<file path="config.mk">
export PLATFORM = sky130hd
export DESIGN_NAME = multicycle_ctrl
export DESIGN_NICKNAME = d
export VERILOG_FILES = /design/src/rtl/multicycle_pkg.sv /design/src/rtl/multicycle_ctrl_decode.sv /design/src/rtl/multicycle_ctrl.sv
export SDC_FILE = /design/constraint.sdc
export NUM_CORES = 1
export LEC_CHECK = 0
export BUFFER_PORTS_ARGS = -buffer_cell sky130_fd_sc_hd__buf_2
export CAP_MARGIN = 5
export CORE_AREA = 2 2 76 78
export DETAILED_ROUTE_END_ITERATION = 6
export DIE_AREA = 0 0 78 80
export PLACE_DENSITY = 0.75
export SETUP_SLACK_MARGIN = 0.2
export SLEW_MARGIN = 20
export SYNTH_ARGS = -nofsm -noshare
export SYNTH_HDL_FRONTEND = slang
export SYNTH_SLANG_ARGS = --single-unit
export TNS_END_PERCENT = 50
</file>
<file path="constraint.sdc">
create_clock -name clk_i -period 2 [get_ports clk_i]
set_input_delay 0.4 -clock clk_i [delete_from_list [all_inputs] [get_ports clk_i]]
set_output_delay 0.4 -clock clk_i [all_outputs]
set_load 0.005 [all_outputs]
</file>
<file path="src/rtl/multicycle_pkg.sv">
// multicycle_pkg: states, opcodes and control encodings.
// Macro MULTICYCLE_CTRL_BNE_EN makes opcode 5 (bne) legal.
package multicycle_pkg;

  typedef enum logic [3:0] {
    S_FETCH    = 4'd0,
    S_DECODE   = 4'd1,
    S_MEM_ADDR = 4'd2,
    S_MEM_RD   = 4'd3,
    S_MEM_WB   = 4'd4,
    S_MEM_WR   = 4'd5,
    S_R_EXEC   = 4'd6,
    S_R_WB     = 4'd7,
    S_BRANCH   = 4'd8,
    S_JUMP     = 4'd9,
    S_I_EXEC   = 4'd10,
    S_I_WB     = 4'd11
  } state_e;

  localparam logic [5:0] OP_RTYPE = 6'd0;
  localparam logic [5:0] OP_J     = 6'd2;
  localparam logic [5:0] OP_BEQ   = 6'd4;
  localparam logic [5:0] OP_BNE   = 6'd5;
  localparam logic [5:0] OP_ADDI  = 6'd8;
  localparam logic [5:0] OP_SLTI  = 6'd10;
  localparam logic [5:0] OP_LW    = 6'd35;
  localparam logic [5:0] OP_SW    = 6'd43;

  typedef enum logic [2:0] {
    ALU_ADD   = 3'd0,
    ALU_SUB   = 3'd1,
    ALU_FUNCT = 3'd2,
    ALU_SLT   = 3'd3
  } alu_op_e;

  typedef enum logic [1:0] {
    SRCB_B       = 2'd0,
    SRCB_4       = 2'd1,
    SRCB_IMM     = 2'd2,
    SRCB_IMM_SH2 = 2'd3
  } src_b_e;

  typedef enum logic [1:0] {
    PCS_ALU    = 2'd0,
    PCS_ALUOUT = 2'd1,
    PCS_JUMP   = 2'd2
  } pc_src_e;

  typedef struct packed {
    logic    pc_write;
    logic    pc_write_cond;
    logic    branch_ne;
    pc_src_e pc_source;
    logic    i_or_d;
    logic    mem_read;
    logic    mem_write;
    logic    ir_write;
    logic    reg_dst;
    logic    mem_to_reg;
    logic    reg_write;
    logic    alu_src_a;
    src_b_e  alu_src_b;
    alu_op_e alu_op;
    logic    illegal;
  } ctrl_t;

  // First execute state for an opcode; FETCH marks it illegal.
  function automatic state_e dispatch(
    input logic [5:0] op
  );
    unique case (op)
      OP_RTYPE:        dispatch = S_R_EXEC;
      OP_J:            dispatch = S_JUMP;
      OP_BEQ:          dispatch = S_BRANCH;
`ifdef MULTICYCLE_CTRL_BNE_EN
      OP_BNE:          dispatch = S_BRANCH;
`endif
      OP_ADDI,
      OP_SLTI:         dispatch = S_I_EXEC;
      OP_LW,
      OP_SW:           dispatch = S_MEM_ADDR;
      default:         dispatch = S_FETCH;
    endcase
  endfunction

endpackage

</file>
<file path="src/rtl/multicycle_ctrl_decode.sv">
// Combinational state/ready/opcode -> control word.
// Ports: i_state, i_ready, i_op in; o_ctrl out. Macro MULTICYCLE_CTRL_BNE_EN.
module multicycle_ctrl_decode
  import multicycle_pkg::*;
(
  input  state_e     i_state,
  input  logic       i_ready,
  input  logic [5:0] i_op,
  output ctrl_t      o_ctrl
);

  logic w_is_bne;

`ifdef MULTICYCLE_CTRL_BNE_EN
  assign w_is_bne = (i_op == OP_BNE);
`else
  assign w_is_bne = 1'b0;
`endif

  always_comb begin
    o_ctrl = '0;
    case (i_state)
      S_FETCH: begin
        o_ctrl.mem_read  = 1'b1;
        o_ctrl.alu_src_b = SRCB_4;
        // IR and PC load only when the fetch completes.
        o_ctrl.ir_write  = i_ready;
        o_ctrl.pc_write  = i_ready;
      end
      S_DECODE: begin
        o_ctrl.alu_src_b = SRCB_IMM_SH2;
        o_ctrl.illegal   = (dispatch(i_op) == S_FETCH);
      end
      S_MEM_ADDR: begin
        o_ctrl.alu_src_a = 1'b1;
        o_ctrl.alu_src_b = SRCB_IMM;
      end
      S_MEM_RD: begin
        o_ctrl.mem_read = 1'b1;
        o_ctrl.i_or_d   = 1'b1;
      end
      S_MEM_WB: begin
        o_ctrl.reg_write  = 1'b1;
        o_ctrl.mem_to_reg = 1'b1;
      end
      S_MEM_WR: begin
        o_ctrl.mem_write = 1'b1;
        o_ctrl.i_or_d    = 1'b1;
      end
      S_R_EXEC: begin
        o_ctrl.alu_src_a = 1'b1;
        o_ctrl.alu_op    = ALU_FUNCT;
      end
      S_R_WB: begin
        o_ctrl.reg_write = 1'b1;
        o_ctrl.reg_dst   = 1'b1;
      end
      S_BRANCH: begin
        o_ctrl.alu_src_a     = 1'b1;
        o_ctrl.alu_op        = ALU_SUB;
        o_ctrl.pc_write_cond = 1'b1;
        o_ctrl.pc_source     = PCS_ALUOUT;
        o_ctrl.branch_ne     = w_is_bne;
      end
      S_JUMP: begin
        o_ctrl.pc_write  = 1'b1;
        o_ctrl.pc_source = PCS_JUMP;
      end
      S_I_EXEC: begin
        o_ctrl.alu_src_a = 1'b1;
        o_ctrl.alu_src_b = SRCB_IMM;
        o_ctrl.alu_op    = (i_op == OP_SLTI) ?
                           ALU_SLT : ALU_ADD;
      end
      S_I_WB: begin
        o_ctrl.reg_write = 1'b1;
      end
      default: ;
    endcase
  end

endmodule

</file>
<file path="src/rtl/multicycle_ctrl.sv">
// multicycle_ctrl: state register, sequencing and retired counter.
// Drives datapath controls; macro MULTICYCLE_CTRL_BNE_EN enables bne.
module multicycle_ctrl
  import multicycle_pkg::*;
#(
  parameter int OP_W  = 6,
  parameter int CNT_W = 32
) (
  input  logic             clk_i,
  input  logic             rst_i,
  input  logic [OP_W-1:0]  instr_op_i,
  input  logic             mem_ready_i,
  output logic             pc_write_o,
  output logic             pc_write_cond_o,
  output logic             branch_ne_o,
  output logic [1:0]       pc_source_o,
  output logic             i_or_d_o,
  output logic             mem_read_o,
  output logic             mem_write_o,
  output logic             ir_write_o,
  output logic             reg_dst_o,
  output logic             mem_to_reg_o,
  output logic             reg_write_o,
  output logic             alu_src_a_o,
  output logic [1:0]       alu_src_b_o,
  output logic [2:0]       alu_op_o,
  output logic             illegal_o,
  output logic [3:0]       state_o,
  output logic [CNT_W-1:0] retired_o
);

  state_e           r_state;
  logic [CNT_W-1:0] r_retired;
  logic [5:0]       w_op;
  ctrl_t            w_ctrl;
  ctrl_t            w_out;
  logic             w_retire;

  assign w_op = 6'(instr_op_i);

  multicycle_ctrl_decode u_decode (
    .i_state (r_state),
    .i_ready (mem_ready_i),
    .i_op    (w_op),
    .o_ctrl  (w_ctrl)
  );

  always_comb begin
    w_retire = 1'b0;
    case (r_state)
      S_MEM_WB,
      S_R_WB,
      S_BRANCH,
      S_JUMP,
      S_I_WB:   w_retire = 1'b1;
      S_MEM_WR: w_retire = mem_ready_i;
      default:  w_retire = 1'b0;
    endcase
  end

  always_ff @(posedge clk_i) begin
    if (rst_i) begin
      r_state   <= S_FETCH;
      r_retired <= '0;
    end else begin
      if (w_retire)
        r_retired <= r_retired + CNT_W'(1);
      case (r_state)
        S_FETCH:
          if (mem_ready_i)
            r_state <= S_DECODE;
        S_DECODE:
          r_state <= dispatch(w_op);
        S_MEM_ADDR:
          r_state <= (w_op == OP_LW) ?
                     S_MEM_RD : S_MEM_WR;
        S_MEM_RD:
          if (mem_ready_i)
            r_state <= S_MEM_WB;
        S_MEM_WR:
          if (mem_ready_i)
            r_state <= S_FETCH;
        S_R_EXEC: r_state <= S_R_WB;
        S_I_EXEC: r_state <= S_I_WB;
        default:  r_state <= S_FETCH;
      endcase
    end
  end

  // Everything reads as zero while reset is held.
  assign w_out = rst_i ? '0 : w_ctrl;

  assign pc_write_o      = w_out.pc_write;
  assign pc_write_cond_o = w_out.pc_write_cond;
  assign branch_ne_o     = w_out.branch_ne;
  assign pc_source_o     = w_out.pc_source;
  assign i_or_d_o        = w_out.i_or_d;
  assign mem_read_o      = w_out.mem_read;
  assign mem_write_o     = w_out.mem_write;
  assign ir_write_o      = w_out.ir_write;
  assign reg_dst_o       = w_out.reg_dst;
  assign mem_to_reg_o    = w_out.mem_to_reg;
  assign reg_write_o     = w_out.reg_write;
  assign alu_src_a_o     = w_out.alu_src_a;
  assign alu_src_b_o     = w_out.alu_src_b;
  assign alu_op_o        = w_out.alu_op;
  assign illegal_o       = w_out.illegal;
  assign state_o         = rst_i ? 4'd0 : r_state;
  assign retired_o       = rst_i ? '0 : r_retired;

endmodule

</file>
==> results.cfg, run 1 <==
[status]
status = complete, no violations

[global_route]
grt_pass1_wl_um = 10520
antenna_found_initial = 0
grt_max_degree = 48
grt-ovfl-total = 0
grt_use_total_pct = 20.63
grt_pass1_vias = 2343

[clock_network]
holdBufCountCts = 0
cts_tree = yes
clock_latency_ps = 290
clockBufferDepth = 2
clkSinkCount = 36
numCtsBuffers = 5
clk_pin_slew_ps = 70
htree_num_levels = 2
cts_root_buf = clkbuf_8

[detailed_routing]
vias = 2675
antenna_left = 0
firstDrtPassIters = 5
wirelength_um = 7011
vias_per_cell = 5.538
wl_per_cell_um = 14.52
remaining_drc_errors = 0
drtIter0Drc = 201

[yosys]
synth_cells = 309
synth_top_area_cell = dfxtp_1
avgSynthCellArea_um2 = 7.556
synthXorXnorAreaFrac_pct = 6.002
synth-simple-area-share_pct = 43.09
synth_mux_area_share_pct = 0
synth_top_family_by_area = simple AND/OR/NAND/NOR gates
ys_ff_latch = 36
ys_seq_area_share_pct = 30.87
yosysUniqueCellTypes = 47
synth_compound_area_share_pct = 14.31
synth_top_area_share_pct = 30.87
synth_enable_flop_cells = 0
async_flop_share_pct = 0
synthAdderAreaFrac_pct = 0.9646
ys.flop_type = dfxtp_1
yosys-top-cells-area = dfxtp_1, nor2b_1, xor2_1, nor2_1, a21oi_1
netlist_area_um2 = 2335
synth_warnings = 0

[finish]
diodes = 0
finalNetCount = 420
post-route-cell-area_um2 = 3418
drive_gt1_share_pct = 42.82
area_growth_syn_to_layout_pct = 46.41

[min_path]
whs_path_depth = 2
hold_class = register to register

[sta]
finalMaxSlewViolations = 0
fin_skew_ps = 7.730
setup_ws_ps = 107.5
hold_violations = 0
fmax_ghz = 0.5284
tns_ps = 0
rsz0062_at_grt = yes
timing.final.crit_share_pct = 94.62
setup_viol = 0
period_minus_slack_ps = 1892

[worst_setup_path]
arrival_ps = 1490
required_ps = 1600
crit_path_max_fanout = 6
critPathLaunchType = register
end_kind = output port
reg2reg_depth = 7
timing_worst_setup_path_type = register to output port

[die]
placementRows = 27
die_h_um = 80
dieArea_um2 = 6240
core_um2 = 5405
die-width_um = 78
initial_core_util_pct = 43.19
num_io_pins = 64

[place]
gp_congestion = 0.9463
io_buffers = 61
dpl-instance-area_um2 = 2803
pre_cts_slack_ps = 54.03
dp_hpwl_um = 4316

[pwr]
p_leak_nw = 1.456
p_per_area_nw_per_um2 = 454.9
ir_drop_mv = 0.3990

[flow_run]
cap_violations = 0
cells in the mapped netlist, types with 4 or more instances:
master	instances
a211oi_1	4
a21oi_1	21
and3_1	5
buf_1	4
buf_2	5
clkbuf_1	9
dfxtp_1	36
inv_1	4
nand2_1	26
nand2b_1	5
nand3_1	16
nand4_1	12
nor2_1	31
nor2b_1	34
nor3_1	5
o21ai_0	15
o31ai_1	7
or3_1	9
or4_1	10
xor2_1	15
layout make-up:
cell class                      instances  area [µm²]
Fill cell                             455        1987
Multi-Input combinational cell        250        1709
Sequential cell                        36       745.7
Timing Repair Buffer                  112       743.2
Tap cell                               72       90.09
Clock buffer                            6       72.57
Clock inverter                          2       35.03
Inverter                                5       22.52
worst max-delay path: stages (launching register included):
cell and delay [ps]:
dfxtp_2 340, buf_6 150, clkinvlp_4 130, buf_4 130, nand2_1 50, a211oi_1 230
buf_2 170
cell usage in the layout (no fill, tap or decap), types with 8 or more instances in the layout:
cell type  count
buf_2         60
buf_4         40
nor2b_1       31
nor2_1        26
nand2_1       24
dfxtp_1       22
a21oi_1       18
xor2_1        15
o21ai_0       15
nand3_1       13
nand4_1       12
dfxtp_2       11
buf_6         10
or3_1          9
or4_1          8
per-stage QoR:
step / total power, W / instances / utilization, % / hold slack, ps
CTS: 0.001546 / 472 / 59.05 / 458.9
global placement: 0.0008845 / 444 / 51.85 / 463.4
detailed placement: 0.0008837 / 444 / 51.85 / 469.9
finish: 0.001555 / 483 / 63.24 / 487.8
global route: 0.001596 / 483 / 63.24 / 500.7
floorplan: 0.0008304 / 310 / - / 447.3
power breakdown:
part | total, W | leakage [nW] | internal, W | switching (W)
clock network | 0.000627 | 0.0552 | 0.000370 | 0.000257
logic | 0.000204 | 1.10 | 0.0000864 | 0.000117
registers | 0.000724 | 0.298 | 0.000719 | 0.00000568
cell families (layout without fill, tap and decap cells):
logic type	count (synthesis)	in the layout
fa+ha+maj	2	2
simple gates	174	175
compound gates	55	55
buf+inv	25	125
xor+xnor	16	16
flops	36	36
other cells	1	2
what timing repair did:
action / in CTS / in global routing
gates cloned: 1 / 1
gates resized for setup: 38 / 38
endpoints found under the setup margin: 20 / 32
buffers inserted: 19 / 10
hold endpoints to repair: 0 / 0
pin swaps: 7 / 22
final timing paths:
path	end	from	slack [ps]
setup / recovery	alu_src_a_o	r_state[3]	110
hold / removal	r_retired[18]	r_retired[18]	490
setup reg to reg	r_retired[20]	r_state[3]	190
hold reg to reg	r_retired[18]	r_retired[18]	490
metal layers:
metal / vias up / wire, µm / global-route usage, %
met4: 0 / 144 / 8.596
met1: 1243 / 2929 / 26.51
met3: 17 / 464 / 3.959
met5: - / 0 / 0
li1: 1305 / - / -
met2: 110 / 3473 / 33.88
registers in the layout, summed over array words and instances, names as in the netlist:
signal	cells
r_retired	32
r_state	4
Note: power is estimated with default switching activity, not from simulation.
==> run 2: changes to the inputs <==
CTS_BUF_LIST = sky130_fd_sc_hd__clkbuf_4 sky130_fd_sc_hd__clkbuf_8   (was not set)
==> results.cfg, run 2 (synthesis results as in run 1) <==
[detailed_routing]
antenna_left = 0
vias = 2695
wl_per_cell_um = 14.51
wirelength_um = 7050
firstDrtPassIters = 5
drtIter0Drc = 159
remaining_drc_errors = 0
vias_per_cell = 5.545

[pwr]
ir_drop_mv = 0.3532
switching_share_pct = 24.09
p_leak_nw = 1.458
p_int_w = 0.001189
p_sw_w = 0.0003774
seqPwrFrac_pct = 46.2
comb_power_share_pct = 12.8
power_w = 0.001567
clkPwrFrac_pct = 41.0
p_per_area_nw_per_um2 = 460.7

[finish]
area_growth_syn_to_layout_pct = 45.66
diodes = 0
stdcell_count = 486
final_common_cell = buf_2
finalNetCount = 423
drive_gt1_share_pct = 42.75
reg.largest.list = r_retired (32), r_state (4)
regMostFlops = r_retired
largest_reg_flops = 32
final_cell_mix = buf_2, buf_4, nor2b_1

[worst_setup_path]
cp-startpoint = instr_op_i[3]
crit_path_max_fanout = 2
path_cells = buf_8 -> nor2_4 -> xor2_1 -> or4_4 -> o311a_1 -> buf_2
worstReg2RegStart = r_retired[6]
critPathLaunchType = input port
critPathSlowestCell = or4_4
timing_worst_setup_path_type = input port to output port
max_stage_delay_ps = 500
end_kind = output port
arrival_ps = 1460
required_ps = 1600

[global_route]
antenna_found_initial = 0
grt_pass1_wl_um = 10850
grt_max_degree = 48
grt_pass1_vias = 2362
grt-ovfl-total = 0
grt_use_total_pct = 21.37

[clock_network]
cts_root_buf = clkbuf_8
clockBufferDepth = 2
htree_num_levels = 2
clk_pin_slew_ps = 70
numCtsBuffers = 5
cts_tree = yes
clkSinkCount = 36
holdBufCountCts = 0
clock_latency_ps = 290

[die]
dieArea_um2 = 6240
core_um2 = 5405
die-width_um = 78
die_h_um = 80
num_io_pins = 64
placementRows = 27
initial_core_util_pct = 43.19

[flow_run]
cap_violations = 0

[sta]
tns_ps = 0
period_minus_slack_ps = 1862
setup_ws_ps = 138.0
fin_skew_ps = 7.562
setup_viol = 0
rsz0062_at_grt = yes
finalMaxSlewViolations = 0
hold_violations = 0
fmax_ghz = 0.5371
slew_headroom_pct = 60.09
holdWs_ps = 485.7
tightest_slew_ps = 597.1
timing.final.crit_share_pct = 93.10

[min_path]
hold_class = register to register
hp-start = r_retired[1]

[status]
status = complete, no violations

[place]
io_buffers = 61
dp_hpwl_um = 4316
pre_cts_slack_ps = 54.03
gp_congestion = 0.9463
dp.cells = 444
==> run 2: area by class of cell <==
class | count | area, µm²
clock buffers | 6 | 76.32
clock inverters | 2 | 35.03
fillers | 461 | 2004
inverters | 5 | 18.77
multi-input cells | 250 | 1669
flip-flops and latches | 36 | 745.7
well taps | 72 | 90.09
repair buffers | 115 | 765.7
==> run 2: worst paths after layout <==
path | depth (start not counted) | to | slack, ps
worst min register to register | 2 | r_retired[1] | 490
worst max register to register | 5 | r_retired[26] | 200
worst min-delay path | 2 | r_retired[1] | 490
worst max-delay path | 6 | illegal_o | 140
==> run 2: stage by stage <==
step / cell area (µm²) / util [%]
2_1_floorplan: 2338 / -
5_1_grt: 3401 / 62.92
4_1_cts: 3193 / 59.07
3_3_place_gp: 2803 / 51.85
6_report: 3401 / 62.92
3_5_place_dp: 2803 / 51.85
==> run 2: repair_timing <==
item	4_1_cts	5_1_grt
resized for setup	37	31
setup buffers	19	13
cloned	1	1
endpoints found under the setup margin	20	32
pin swaps	8	18
==> run 2: layer usage <==
layer  track usage, %  vias up  routed length [µm]
met4            7.895        0                 120
met5                0        -                   0
met1            26.64     1277                2966
met2            36.29       97                3520
met3            4.525       15                 442
li1                 -     1306                   -
==> run 2: critical path, delay by kind of cell <==
kind	cells	cell delay, ps
xor gates and xnor gates	1	90
and+or+nand+nor	2	610
buffers and inverters	2	230
AOI/OAI and AO/OA	1	130
==> run 2: power by group through the flow <==
stage	logic (W)	registers, W	clock network, W
after floorplan	0.0000888	0.000742	0
after CTS	0.000183	0.000725	0.000652
after detailed placement	0.000142	0.000742	0
after global placement	0.000143	0.000742	0
after global routing	0.000216	0.000724	0.000666
final	0.000201	0.000724	0.000642
==> run 3: changes to the inputs <==
ABC_AREA = 1   (was not set)
CORE_AREA = 2 2 81 83   (was 2 2 76 78)
DIE_AREA = 0 0 83 85   (was 0 0 78 80)
PLACE_DENSITY = 0.74   (was 0.75)
==> results.cfg, run 3 <==
[clock_network]
cts_root_buf = clkbuf_8
clk_pin_slew_ps = 80
numCtsBuffers = 5
clockBufferDepth = 2
clock_latency_ps = 310
clkSinkCount = 36
cts_tree = yes
htree_num_levels = 2

[global_route]
use_met1_pct = 27.63
grt_use_total_pct = 22.35
top_usage_layer = met2
use_met2_pct = 38.93
antenna_found_initial = 0
grt_max_degree = 22
use_met3_pct = 4.280
grt-ovfl-total = 0
grt_pass1_vias = 2930
grt_pass1_wl_um = 13130

[yosys]
yosysUniqueCellTypes = 27
yosysMostFrequentCell = nand2_1
synth_warnings = 0
netlist_area_um2 = 2695
synth_top_area_share_pct = 26.74
yosys-top-cells-area = dfxtp_1, nand2_1, nor2_1, inv_1, a21oi_1
ys_ff_latch = 36
synthTopCellsByCount = nand2_1, nor2_1, inv_1
ys_seq_area_share_pct = 26.74
avgSynthCellArea_um2 = 5.445
synth_enable_flop_cells = 0
ys.flop_type = dfxtp_1
async_flop_share_pct = 0
synth_top_area_cell = dfxtp_1
synth_cells = 495

[detailed_routing]
remaining_drc_errors = 0
vias_per_cell = 5.061
wl_per_cell_um = 12.20
vias = 3295
wirelength_um = 7944
drtIter0Drc = 206
firstDrtPassIters = 5
antenna_left = 0

[min_path]
hp-start = rst_i
hold_class = input port to register

[worst_setup_path]
timing_worst_setup_path_type = register to output port
worstReg2RegStart = r_state[3]
arrival_ps = 1490
crit_path_max_fanout = 5
cp-startpoint = r_state[1]
r2r_slack_ps = 230
required_ps = 1600
end_kind = output port
critPathLaunchType = register

[die]
core_um2 = 6205
initial_core_util_pct = 43.44
placementRows = 29
num_io_pins = 64
die-width_um = 83
dieArea_um2 = 7055
die_h_um = 85

[sta]
finalMaxSlewViolations = 0
period_minus_slack_ps = 1891
holdWs_ps = 449.0
tns_ps = 0
rsz0062_at_grt = yes
setup_viol = 0
fin_skew_ps = 8.668
timing.final.crit_share_pct = 94.53
fmax_ghz = 0.5289
hold_violations = 0

[finish]
regMostFlops = r_retired
multi_input_area_um2 = 1745
largest_reg_flops = 32
reg.largest.list = r_retired (32), r_state (4)
finalNetCount = 583
fill_cells = 636
final_cell_mix = nand2_1, nor2_1, buf_2
regArea_um2 = 733.2
diodes = 0
drive_gt1_share_pct = 22.30
final_common_cell = nand2_1
area_growth_syn_to_layout_pct = 26.46
post-route-cell-area_um2 = 3408

[place]
dpl-instance-area_um2 = 3124
gp_congestion = 0.8862
io_buffers = 61
dp_hpwl_um = 6055

[pwr]
ir_drop_mv = 0.2808
p_per_area_nw_per_um2 = 457.8
p_leak_nw = 1.446

[status]
status = complete, no violations

[flow_run]
cap_violations = 0
run 3: cell types whose count changed after synthesis, sizes merged, moves of 9 or more:
cell	previous run	this run
inv	4	61
nor2b	35	0
xor2	15	6
or3	9	0
a21oi	21	31
or4	10	0
nor2	32	127
nand2	26	151
run 3: cells by family (layout without fill, tap and decap cells):
family                     after synthesis  count (layout)  share of synthesized area (%)
xor gates and xnor gates                 6               6                          1.950
buffers and inverters                   77             155                          11.51
and+or+nand+nor                        329             329                          50.51
DFF                                     36              36                          26.74
adders and majority gates                1               1                         0.4642
other                                    1               2                         0.1391
AOI/OAI and AO/OA                       45              45                          8.681
run 3: routing by layer:
metal	wire (µm)	vias to the layer above
li1	-	1685
met1	3572	1489
met2	3812	109
met3	424	12
met4	134	0
met5	0	-
run 3: worst paths after layout:
check                           cells past startpoint            end
worst max register to register                     10  r_retired[21]
worst min-delay path                                2  r_retired[11]
worst max-delay path                                7    alu_op_o[1]
worst min register to register                      2  r_retired[31]
run 3: layout make-up:
cell class / instances / share of cell area (%)
tap: 77 / 2.827
clock inverter: 3 / 1.248
timing repair buffer: 86 / 14.46
inverter: 61 / 6.718
sequential: 36 / 21.51
multi-input combinational: 383 / 51.21
clock buffer: 5 / 2.019
run 3: critical path, cell delays in order, from the launching register on:
cell     delay [ps]
dfxtp_4         380
inv_2            60
nor2_4          150
nand2_2         120
nor4_4          190
a21oi_1          70
nor2_1           90
buf_2           110
run 3: metrics by stage:
stage	setup WS (ps)	util (%)	cells	power [W]
global placement	102.6	50.35	632	0.0008991
finish	109.3	54.93	651	0.001560
detailed placement	43.72	50.35	632	0.0009016
CTS	152.2	53.68	644	0.001560
global route	4.277	54.93	651	0.001620
floorplan	421.9	-	496	0.0008427
run 3: report_power, final:
| group | internal (W) | total (W) | switching, W |
|---|---|---|---|
| combinational | 0.0000619 | 0.000174 | 0.000112 |
| clock | 0.000369 | 0.000659 | 0.000290 |
| sequential | 0.000719 | 0.000728 | 0.00000911 |
| total | 0.00115 | 0.00156 | 0.000411 |
run 3: what timing repair did:
action | CTS | global route
setup buffers | 4 | 7
pin swaps | 5 | 6
endpoints found under the setup margin | 11 | 40
gates resized for setup | 22 | 6
hold buffers | 0 | 0
